### config.mk
export PLATFORM = sky130hd
export DESIGN_NAME = uart_frame_parser
export DESIGN_NICKNAME = d
export VERILOG_FILES = /design/src/rtl/uart_frame_pkg.sv /design/src/rtl/uart_frame_buffer.sv /design/src/rtl/uart_frame_parser.sv
export SDC_FILE = /design/constraint.sdc
export NUM_CORES = 1
export LEC_CHECK = 0
export CORE_MARGIN = 2
export CORE_UTILIZATION = 43
export CTS_CLUSTER_DIAMETER = 40
export DETAILED_ROUTE_END_ITERATION = 8
export SLEW_MARGIN = 15
export SYNTH_ARGS = -nofsm -noshare
export SYNTH_HDL_FRONTEND = slang
export SYNTH_SLANG_ARGS = --single-unit
### constraint.sdc
create_clock -name clk -period 2.45 [get_ports clk]
set_clock_uncertainty 0.15 [all_clocks]
set_input_delay 0.245 -clock clk [delete_from_list [all_inputs] [get_ports clk]]
set_output_delay 0.245 -clock clk [all_outputs]
set_load 0.01 [all_outputs]
### src/rtl/uart_frame_pkg.sv
// -----------------------------------------------------------------------------
// uart_frame_pkg
// Shared types and defaults for the UART frame parser.
//   state_e    : parser FSM states (HUNT is the idle/reset state, encoded 0)
//   err_code_e : abort reason reported on err_code
//   SYNC_BYTE_DEF / MAX_LEN_DEF : default frame marker and payload capacity
//   ptr_width  : width of len / wr_ptr / rd_ptr for a given capacity
// -----------------------------------------------------------------------------
package uart_frame_pkg;

    localparam logic [7:0] SYNC_BYTE_DEF = 8'hA5;
    localparam int         MAX_LEN_DEF   = 16;

    typedef enum logic [2:0] {
        HUNT    = 3'd0,
        LEN     = 3'd1,
        PAYLOAD = 3'd2,
        CHECK   = 3'd3,
        DRAIN   = 3'd4
    } state_e;

    typedef enum logic [2:0] {
        ERR_NONE    = 3'd0,
        ERR_CHK     = 3'd1,
        ERR_LEN     = 3'd2,
        ERR_UART    = 3'd3,
        ERR_OVERRUN = 3'd4,
        ERR_TIMEOUT = 3'd5
    } err_code_e;

    // Pointers must be able to hold the value max_len itself (the read
    // pointer steps one past the last beat on the final transfer).
    function automatic int ptr_width(input int max_len);
        return $clog2(max_len + 1);
    endfunction

endpackage

### src/rtl/uart_frame_buffer.sv
// -----------------------------------------------------------------------------
// uart_frame_buffer
// Payload store for one frame: DEPTH x 8 register array.
// Ports:
//   clk      in   clock
//   wr_en    in   write strobe (synchronous write)
//   wr_addr  in   write index
//   wr_data  in   write byte
//   rd_addr  in   read index (combinational read)
//   rd_data  out  byte at rd_addr
// The array is not reset: contents are only ever read after being written
// by the frame currently being drained.
// -----------------------------------------------------------------------------
module uart_frame_buffer
    import uart_frame_pkg::*;
#(
    parameter int DEPTH = MAX_LEN_DEF,
    parameter int AW    = 4
) (
    input  logic          clk,
    input  logic          wr_en,
    input  logic [AW-1:0] wr_addr,
    input  logic [7:0]    wr_data,
    input  logic [AW-1:0] rd_addr,
    output logic [7:0]    rd_data
);

    logic [7:0] mem [DEPTH];

    always_ff @(posedge clk) begin
        if (wr_en) begin
            mem[wr_addr] <= wr_data;
        end
    end

    assign rd_data = mem[rd_addr];

endmodule

### src/rtl/uart_frame_parser.sv
// -----------------------------------------------------------------------------
// uart_frame_parser
// Parses SYNC, LEN, LEN payload bytes, CHK (CHK = XOR of LEN and payload)
// from a UART receiver byte stream, buffers the payload and releases it on a
// valid/ready stream only once the checksum has passed.
//
// Optional feature: define UART_FRAME_TIMEOUT_EN to build an inter-byte
// timeout (TIMEOUT_CYCLES) that aborts a stalled frame with code 5. Without
// the macro no counter exists and the parser waits indefinitely.
//
// Ports:
//   clk            in   clock
//   rst            in   synchronous active-high reset
//   rx_data_valid  in   one-cycle byte strobe from the receiver
//   rx_data[7:0]   in   received byte
//   rx_error       in   stop-bit error, qualified by rx_data_valid
//   m_data[7:0]    out  payload byte (0 while m_valid is low)
//   m_valid        out  payload byte available
//   m_ready        in   consumer accepts the byte
//   m_last         out  last payload byte of the frame, qualified by m_valid
//   frame_ok       out  one-cycle pulse: frame passed its checksum
//   frame_err      out  one-cycle pulse: frame aborted
//   err_code[2:0]  out  reason of the last abort, held until the next one
//   busy           out  high in every state except HUNT
//   dbg_state      out  current FSM state
//
// Output handshake: a beat transfers on a rising clk edge where m_valid and
// m_ready are both high. Once m_valid is high it stays high, with m_data and
// m_last stable, until that beat transfers; m_valid never depends on m_ready.
// -----------------------------------------------------------------------------
module uart_frame_parser
    import uart_frame_pkg::*;
#(
    parameter int         MAX_LEN        = MAX_LEN_DEF,
    parameter logic [7:0] SYNC_BYTE      = SYNC_BYTE_DEF,
    parameter int         TIMEOUT_CYCLES = 100000
) (
    input  logic       clk,
    input  logic       rst,
    input  logic       rx_data_valid,
    input  logic [7:0] rx_data,
    input  logic       rx_error,
    output logic [7:0] m_data,
    output logic       m_valid,
    input  logic       m_ready,
    output logic       m_last,
    output logic       frame_ok,
    output logic       frame_err,
    output logic [2:0] err_code,
    output logic       busy,
    output state_e     dbg_state
);

    localparam int LW = ptr_width(MAX_LEN);
    localparam int IW = (MAX_LEN > 1) ? $clog2(MAX_LEN) : 1;

    // LEN arrives in one byte, so capacity beyond 255 is unreachable.
    if (MAX_LEN < 1 || MAX_LEN > 255) begin : g_bad_max_len
        $error("uart_frame_parser: MAX_LEN must be in 1..255");
    end
    if (TIMEOUT_CYCLES < 2) begin : g_bad_timeout
        $error("uart_frame_parser: TIMEOUT_CYCLES must be at least 2");
    end

    state_e    state_q, state_d;
    logic [LW-1:0] len_q, len_d;
    logic [LW-1:0] wr_ptr_q, wr_ptr_d;
    logic [LW-1:0] rd_ptr_q, rd_ptr_d;
    logic [7:0]    chk_q, chk_d;
    logic          frame_ok_q, frame_ok_d;
    logic          frame_err_q, frame_err_d;
    err_code_e     err_code_q, err_code_d;

    logic          wr_en;
    logic [7:0]    rd_data;
    logic          last_beat;

`ifdef UART_FRAME_TIMEOUT_EN
    localparam int TW = $clog2(TIMEOUT_CYCLES);
    logic [TW-1:0] to_cnt_q, to_cnt_d;
`endif

    uart_frame_buffer #(
        .DEPTH (MAX_LEN),
        .AW    (IW)
    ) u_buf (
        .clk     (clk),
        .wr_en   (wr_en),
        .wr_addr (wr_ptr_q[IW-1:0]),
        .wr_data (rx_data),
        .rd_addr (rd_ptr_q[IW-1:0]),
        .rd_data (rd_data)
    );

    assign last_beat = (rd_ptr_q == len_q - LW'(1));

    assign m_valid   = (state_q == DRAIN);
    assign m_data    = m_valid ? rd_data : 8'h00;
    assign m_last    = m_valid && last_beat;
    assign busy      = (state_q != HUNT);
    assign frame_ok  = frame_ok_q;
    assign frame_err = frame_err_q;
    assign err_code  = err_code_q;
    assign dbg_state = state_q;

    always_comb begin
        state_d     = state_q;
        len_d       = len_q;
        wr_ptr_d    = wr_ptr_q;
        rd_ptr_d    = rd_ptr_q;
        chk_d       = chk_q;
        frame_ok_d  = 1'b0;
        frame_err_d = 1'b0;
        err_code_d  = err_code_q;
        wr_en       = 1'b0;

        case (state_q)
            HUNT: begin
                // Anything but a clean SYNC is dropped without comment.
                if (rx_data_valid && !rx_error && rx_data == SYNC_BYTE) begin
                    state_d = LEN;
                end
            end

            LEN: begin
                if (rx_data_valid) begin
                    if (rx_error) begin
                        state_d     = HUNT;
                        frame_err_d = 1'b1;
                        err_code_d  = ERR_UART;
                    end else if (rx_data == 8'h00 || 32'(rx_data) > MAX_LEN) begin
                        state_d     = HUNT;
                        frame_err_d = 1'b1;
                        err_code_d  = ERR_LEN;
                    end else begin
                        len_d    = LW'(rx_data);
                        chk_d    = rx_data;
                        wr_ptr_d = '0;
                        state_d  = PAYLOAD;
                    end
                end
            end

            PAYLOAD: begin
                if (rx_data_valid) begin
                    if (rx_error) begin
                        state_d     = HUNT;
                        frame_err_d = 1'b1;
                        err_code_d  = ERR_UART;
                    end else begin
                        wr_en    = 1'b1;
                        chk_d    = chk_q ^ rx_data;
                        wr_ptr_d = wr_ptr_q + LW'(1);
                        if (wr_ptr_q == len_q - LW'(1)) begin
                            state_d = CHECK;
                        end
                    end
                end
            end

            CHECK: begin
                if (rx_data_valid) begin
                    if (rx_error) begin
                        state_d     = HUNT;
                        frame_err_d = 1'b1;
                        err_code_d  = ERR_UART;
                    end else if (rx_data == chk_q) begin
                        state_d    = DRAIN;
                        frame_ok_d = 1'b1;
                        rd_ptr_d   = '0;
                    end else begin
                        state_d     = HUNT;
                        frame_err_d = 1'b1;
                        err_code_d  = ERR_CHK;
                    end
                end
            end

            DRAIN: begin
                // The buffer is read-only here: an incoming byte cannot be
                // stored, so it is reported and the drain carries on.
                if (rx_data_valid) begin
                    frame_err_d = 1'b1;
                    err_code_d  = ERR_OVERRUN;
                end
                if (m_ready) begin
                    rd_ptr_d = rd_ptr_q + LW'(1);
                    if (last_beat) begin
                        state_d = HUNT;
                    end
                end
            end

            default: begin
                state_d = HUNT;
            end
        endcase

`ifdef UART_FRAME_TIMEOUT_EN
        // A byte arriving on the expiry cycle wins: the counter only fires
        // when there is no byte event to process.
        to_cnt_d = to_cnt_q + TW'(1);
        if (rx_data_valid || state_q == HUNT || state_q == DRAIN) begin
            to_cnt_d = '0;
        end else if (to_cnt_q == TW'(TIMEOUT_CYCLES - 1)) begin
            to_cnt_d    = '0;
            state_d     = HUNT;
            frame_err_d = 1'b1;
            err_code_d  = ERR_TIMEOUT;
        end
`endif
    end

    always_ff @(posedge clk) begin
        if (rst) begin
            state_q     <= HUNT;
            len_q       <= '0;
            wr_ptr_q    <= '0;
            rd_ptr_q    <= '0;
            chk_q       <= '0;
            frame_ok_q  <= 1'b0;
            frame_err_q <= 1'b0;
            err_code_q  <= ERR_NONE;
        end else begin
            state_q     <= state_d;
            len_q       <= len_d;
            wr_ptr_q    <= wr_ptr_d;
            rd_ptr_q    <= rd_ptr_d;
            chk_q       <= chk_d;
            frame_ok_q  <= frame_ok_d;
            frame_err_q <= frame_err_d;
            err_code_q  <= err_code_d;
        end
    end

`ifdef UART_FRAME_TIMEOUT_EN
    always_ff @(posedge clk) begin
        if (rst) begin
            to_cnt_q <= '0;
        end else begin
            to_cnt_q <= to_cnt_d;
        end
    end
`endif

endmodule

==> impl_metrics.json, run 1 <==
{
  "drive_above_1_share_pct": 29.7,
  "reg2reg_slack_ns": 0.17,
  "period_needed_ns": 2.68,
  "grt.overflow.total": 0,
  "pre_cts_slack_ns": -0.174,
  "setup-violations-final": 8,
  "grt_pass1_wl_mm": 26.0,
  "diodes": 0,
  "violations": "negative setup slack",
  "dr.pass1.iters": 4,
  "syn_inst": 458,
  "rsz0062_at_grt": "true",
  "design.portCount": 32,
  "cts_root_buf": "clkbuf_16",
  "core_area_um2": 16000,
  "crit_path_end_kind": "output pin",
  "initial_core_util_pct": 44.2,
  "row_count": 46,
  "ant_nets": 0,
  "power.density_nw_per_um2": 664,
  "cts_tree": "done",
  "worst_slack_ns": -0.226,
  "endpoint": "m_data[1]",
  "antenna_found_initial": 0,
  "cts_hold_buf": 0,
  "tightestPinTransition_ns": 0.489,
  "start_kind": "register",
  "leakage_nw": 2.97,
  "num_vias": 4362,
  "cts.clk_slew.worst_paths_ns": 0.06,
  "die_h_um": 132,
  "drv_cap": 0,
  "die_area_um2": 17500,
  "crit_fanout": 6,
  "wire_per_inst_um": 20.9,
  "drt_wl_total_mm": 16.5,
  "final_common_cell": "edfxtp_1",
  "run_status": "complete, but fails checks",
  "dpl.hpwl_mm": 11.2,
  "yosysSeqAreaShare_pct": 64.3,
  "gp_congestion": 0.813,
  "min_period_over_period_pct": 109,
  "ir_drop_mv": 0.448,
  "ys_warn_count": 0,
  "hold_violations": 0,
  "fmax_mhz": 374,
  "min_path_type": "reg -> reg",
  "cts_buffers": 17,
  "cts_max_level": 4,
  "syn_to_final_growth_pct": 24.5,
  "cp_data_required_time_ns": 2.06,
  "synth_edf_count": 128,
  "via_per_inst": 5.51,
  "syn-cell-area_um2": 7070,
  "synth_cell_types": 57,
  "cts_buffer_depth": 2,
  "ys_async_sr_fraction_pct": 0,
  "synth_fp_nets": 477,
  "drc": 0,
  "avgSynthCellArea_um2": 15.4,
  "mostFrequentLayoutCells": "edfxtp_1, buf_4, mux4_2, dfxtp_1, nor2_1",
  "r2r-start": "dbg_state[0]",
  "initialDrtViolationCount": 373,
  "nets": 582,
  "finalPower_w": 0.00584,
  "port_buffers": 31,
  "synthFlopType": "edfxtp_1",
  "arrival_ns": 2.28,
  "dieWidth_um": 132,
  "maxSlewViolCount": 0,
  "ys_ff_latch": 163,
  "regToRegEndpoint": "u_buf.mem[2][7]",
  "worstSetupPathType": "reg -> out",
  "cts_sinks": 163,
  "grt_max_degree": 33,
  "grt_pass1_vias": 4479,
  "clk_latency_ns": 0.42,
  "max_slew_margin_pct": 67.3,
  "ff2ff_path_depth": 6,
  "grt_usage_pct": 20.0
}
==> power breakdown <==
group / internal, W / total, W / switching [W]
registers: 0.00298 / 0.00299 / 0.00000557
clock network: 0.00151 / 0.00261 / 0.00110
logic: 0.000108 / 0.000242 / 0.000134
total: 0.00460 / 0.00584 / 0.00124
==> cell families (layout without fill, tap and decap cells) <==
kind of cell	Yosys count	in the layout	synth area share, %
muxes	47	47	13.7
buffers and inverters	45	163	2.59
AOI/OAI and AO/OA	64	64	6.59
adders and majority gates	6	6	1.06
and+or+nand+nor	110	110	8.34
DFF	163	163	64.3
xor gates and xnor gates	23	23	3.36
==> synthesized netlist by cell type, types with 6 or more instances <==
cell type  count  area share, %
a2111o_1       7            1.1
a21oi_1       18            1.3
a31oi_1        6           0.53
and2_1        10           0.89
buf_2          8           0.57
clkbuf_1      17           0.90
dfxtp_1       35            9.9
edfxtp_1     128             54
ha_1           6            1.1
inv_1         18           0.96
mux2i_1        7           0.99
mux4_2        40             13
nand2_1       18           0.96
nand3_1       12           0.85
nor2_1        24            1.3
nor3_1        15            1.1
o311ai_0       8           0.99
xnor2_1       15            1.9
==> final cells by class <==
type | count | area [µm²]
clock buffers | 18 | 429
clock inverters | 14 | 153
fillers | 1321 | 7200
inverters | 18 | 71.3
multi-input cells | 250 | 2350
flip-flops and latches | 163 | 4550
well taps | 216 | 270
repair buffers | 113 | 981
==> worst min path at each step <==
stage	start	cells past startpoint	slack, ns	endpoint
6_report	chk_q[5]	2	0.35	chk_q[5]
5_1_grt	err_code[0]	1	0.38	err_code[0]
4_1_cts	err_code[1]	2	0.36	err_code[1]
3_5_place_dp	err_code[0]	1	0.34	err_code[0]
3_3_place_gp	err_code[1]	2	0.34	err_code[1]
2_1_floorplan	rx_data[0]	0	0.19	u_buf.mem[0][0]
==> critical path, stage by stage, from the launching register on <==
cell     delay, ns
dfxtp_4       0.41
buf_6         0.17
mux4_2        0.51
mux4_2        0.49
and2_4        0.16
buf_6         0.11
==> layer usage <==
layer  vias to the layer above  global-route usage (%)  part of all wire, %
li1                       2021                       -                    -
met1                      2235                    27.1                   45
met5                         -                       0                    0
met3                         9                    3.84                  4.0
met2                        97                    33.0                   50
met4                         0                    5.73                 0.72
==> through the flow <==
step / util, % / setup TNS, ns / std cells / instance area, µm² / hold slack, ns
final: 55.0 / -1.66 / 792 / 8800 / 0.354
after global routing: 55.0 / -2.28 / 792 / 8800 / 0.381
after CTS: 55.6 / -2.10 / 797 / 8890 / 0.357
after detailed placement: 51.2 / -2.04 / 756 / 8190 / 0.345
after global placement: 51.2 / -1.40 / 756 / 8190 / 0.337
after floorplan: - / -2.00 / 458 / 7070 / 0.194
==> state kept, by name (all words and copies together) (netlist names), named ones only <==
name       flops
chk_q          8
dbg_state      3
err_code       3
frame_err      1
frame_ok       1
len_q          5
rd_ptr_q       5
u_buf.mem    128
wr_ptr_q       5
==> what timing repair did <==
item,CTS,global route
pin swaps,4,0
resized for setup,45,7
buffers inserted,7,0
gates cloned,2,0
endpoints found under the setup margin,10,9
Note: power is estimated with default switching activity, not from simulation.
==> run 2: changes to the inputs <==
Settings changed: CTS_BUF_LIST from default to sky130_fd_sc_hd__clkbuf_8.
==> run 2 against run 1 <==
Compared with the run above:
- the run still ends with negative setup slack left
- critical path depth increased by 2
- hold slack improved by 0.0077 ns
- total power decreased by 12%
- via count increased by 0.78%
- first-iteration DRC count decreased by 0.80%
- fmax decreased by 3.9%
- flip-flop and latch count unchanged
- highest routed layer unchanged
- clock-buffer cell count decreased by 1
- largest cell class unchanged
- clock power decreased by 26%
- core utilization decreased by 0.32 points
- sequential power about the same
==> impl_metrics.json, run 2 (synthesized netlist as in run 1, its figures left out) <==
{
  "grt_max_degree": 33,
  "violations": "negative setup slack",
  "drv_cap": 0,
  "whs_ns": 0.362,
  "maxSlewViolCount": 0,
  "worst_slack_ns": -0.335,
  "leakage_nw": 2.94,
  "crit_fanout": 6,
  "fin_cells": 799,
  "cp_data_required_time_ns": 2.06,
  "cts_hold_buf": 0,
  "reg2reg_slack_ns": 0.16,
  "reg.largest.list": "u_buf.mem (128), chk_q (8)",
  "syn_to_final_growth_pct": 23.8,
  "multi_input_area_um2": 2380,
  "drive_above_1_share_pct": 32.1,
  "final-seq-area_um2": 4550,
  "power.share.sequential_pct": 57.8,
  "row_count": 46,
  "clkPwrFrac_pct": 37.5,
  "crit_path_end_kind": "output pin",
  "min_period_over_period_pct": 114,
  "drt_wl_total_mm": 16.6,
  "tns_ns": -2.45,
  "cts_max_level": 4,
  "ff2ff_path_depth": 8,
  "nets": 589,
  "cts_root_buf": "clkbuf_8",
  "cts.clk_slew.worst_paths_ns": 0.09,
  "hold_violations": 0,
  "drc": 0,
  "dp.cells": 756,
  "hold_depth": 1,
  "path_common_cell": "buf_6",
  "fill_cells": 1336,
  "min_path_type": "reg -> reg",
  "mostFrequentLayoutCells": "edfxtp_1, buf_4, mux4_2, dfxtp_1, nor2_1",
  "p_sw_share_pct": 22.5,
  "gp_congestion": 0.813,
  "largest_register_ffs": 128,
  "path_cells": "buf_6 > buf_8 > buf_6 > mux4_2 > mux4_2 > and2_4 > buf_6",
  "initialDrtViolationCount": 370,
  "die_area_um2": 17500,
  "p_sw_w": 0.00116,
  "slowest_stage": "mux4_2",
  "initial_core_util_pct": 44.2,
  "dr.pass1.iters": 5,
  "cts_tree": "done",
  "power.density_nw_per_um2": 590,
  "dpl.hpwl_mm": 11.2,
  "setup-violations-final": 8,
  "cts_sinks": 163,
  "grt_usage_pct": 20.1,
  "arrival_ns": 2.39,
  "max_stage_delay_ns": 0.49,
  "max_slew_margin_pct": 67.6,
  "regMostFlops": "u_buf.mem",
  "diodes": 0,
  "period_needed_ns": 2.78,
  "internal_power_w": 0.00400,
  "port_buffers": 31,
  "ir_drop_mv": 0.285,
  "fmax_mhz": 359,
  "ant_nets": 0,
  "final_common_cell": "edfxtp_1",
  "comb_power_share_pct": 4.7,
  "worstSetupPathType": "reg -> out",
  "cts_buffers": 17,
  "wire_per_inst_um": 20.8,
  "via_per_inst": 5.50,
  "cts_buffer_depth": 2,
  "dieWidth_um": 132,
  "antenna_found_initial": 0,
  "start_kind": "register",
  "grt_pass1_wl_mm": 26.2,
  "tightestPinTransition_ns": 0.485,
  "die_h_um": 132,
  "grt_pass1_vias": 4503,
  "grt.overflow.total": 0,
  "clk_latency_ns": 0.46,
  "run_status": "complete, but fails checks",
  "design.portCount": 32,
  "rsz0062_at_grt": "true",
  "num_vias": 4396,
  "core_area_um2": 16000
}
## run 2: cell count changes in the layout (fill, tap and decap cells not counted), moves of 2 or more
cell,previous run,this run
dfxtp_2,0,2
buf_12,6,8
clkbuf_16,17,0
clkbuf_8,0,17
nor3_2,1,3
buf_4,72,76
nor3_1,14,12
and2_1,9,7
and2_4,1,3
dfxtp_1,34,32
## run 2: routing by layer
metal	part of all wire (%)	up-vias	GRT usage, %	wire length, µm
li1	-	2032	-	-
met1	44	2247	26.4	7220
met2	51	100	33.2	8410
met3	4.0	17	4.42	667
met4	1.8	0	6.75	291
met5	0	-	0	0
## run 2: cell type report
class / instances / share of cell area (%)
Clock buffer: 17 / 2.67
Clock inverter: 15 / 1.79
Inverter: 18 / 0.815
Multi-Input combinational cell: 250 / 27.2
Sequential cell: 163 / 52.0
Tap cell: 216 / 3.09
Timing Repair Buffer: 120 / 12.4
## run 2: critical path, delay by kind of cell, from the launching register on
kind | cells | cell delay, ns
flip-flops | 1 | 0.38
multiplexers | 2 | 0.96
buffers and inverters | 4 | 0.45
AND/OR/NAND/NOR | 1 | 0.15
## run 2: worst paths after layout
path | endpoint | from
max reg2reg | register | dbg_state[1]
min reg2reg | err_code[0] | err_code[0]
max | m_data[6] | register
min | err_code[0] | err_code[0]
## run 2: power groups by stage
stage / Sequential [W] / Combinational, W / Clock (W)
5_1_grt: 0.00298 / 0.000266 / 0.00208
6_report: 0.00298 / 0.000243 / 0.00193
4_1_cts: 0.00298 / 0.000242 / 0.00197
3_5_place_dp: 0.00305 / 0.000241 / 0
3_3_place_gp: 0.00305 / 0.000235 / 0
2_1_floorplan: 0.00305 / 0.0000844 / 0
## run 2: timing repair
| item | 4_1_cts | 5_1_grt |
|---|---|---|
| buffers inserted | 8 | 2 |
| setup endpoints to repair | 10 | 12 |
| resized for setup | 48 | 14 |
| cloned | 2 | 0 |
| pin swaps | 6 | 1 |
## run 2: through the flow
step	cell area (µm²)	power (W)	setup WS (ns)	util, %
2_1_floorplan	7070	0.00314	-0.0629	-
3_3_place_gp	8190	0.00328	-0.167	51.2
3_5_place_dp	8190	0.00329	-0.174	51.2
4_1_cts	8710	0.00520	-0.366	54.4
5_1_grt	8750	0.00533	-0.420	54.7
6_report	8750	0.00516	-0.335	54.7
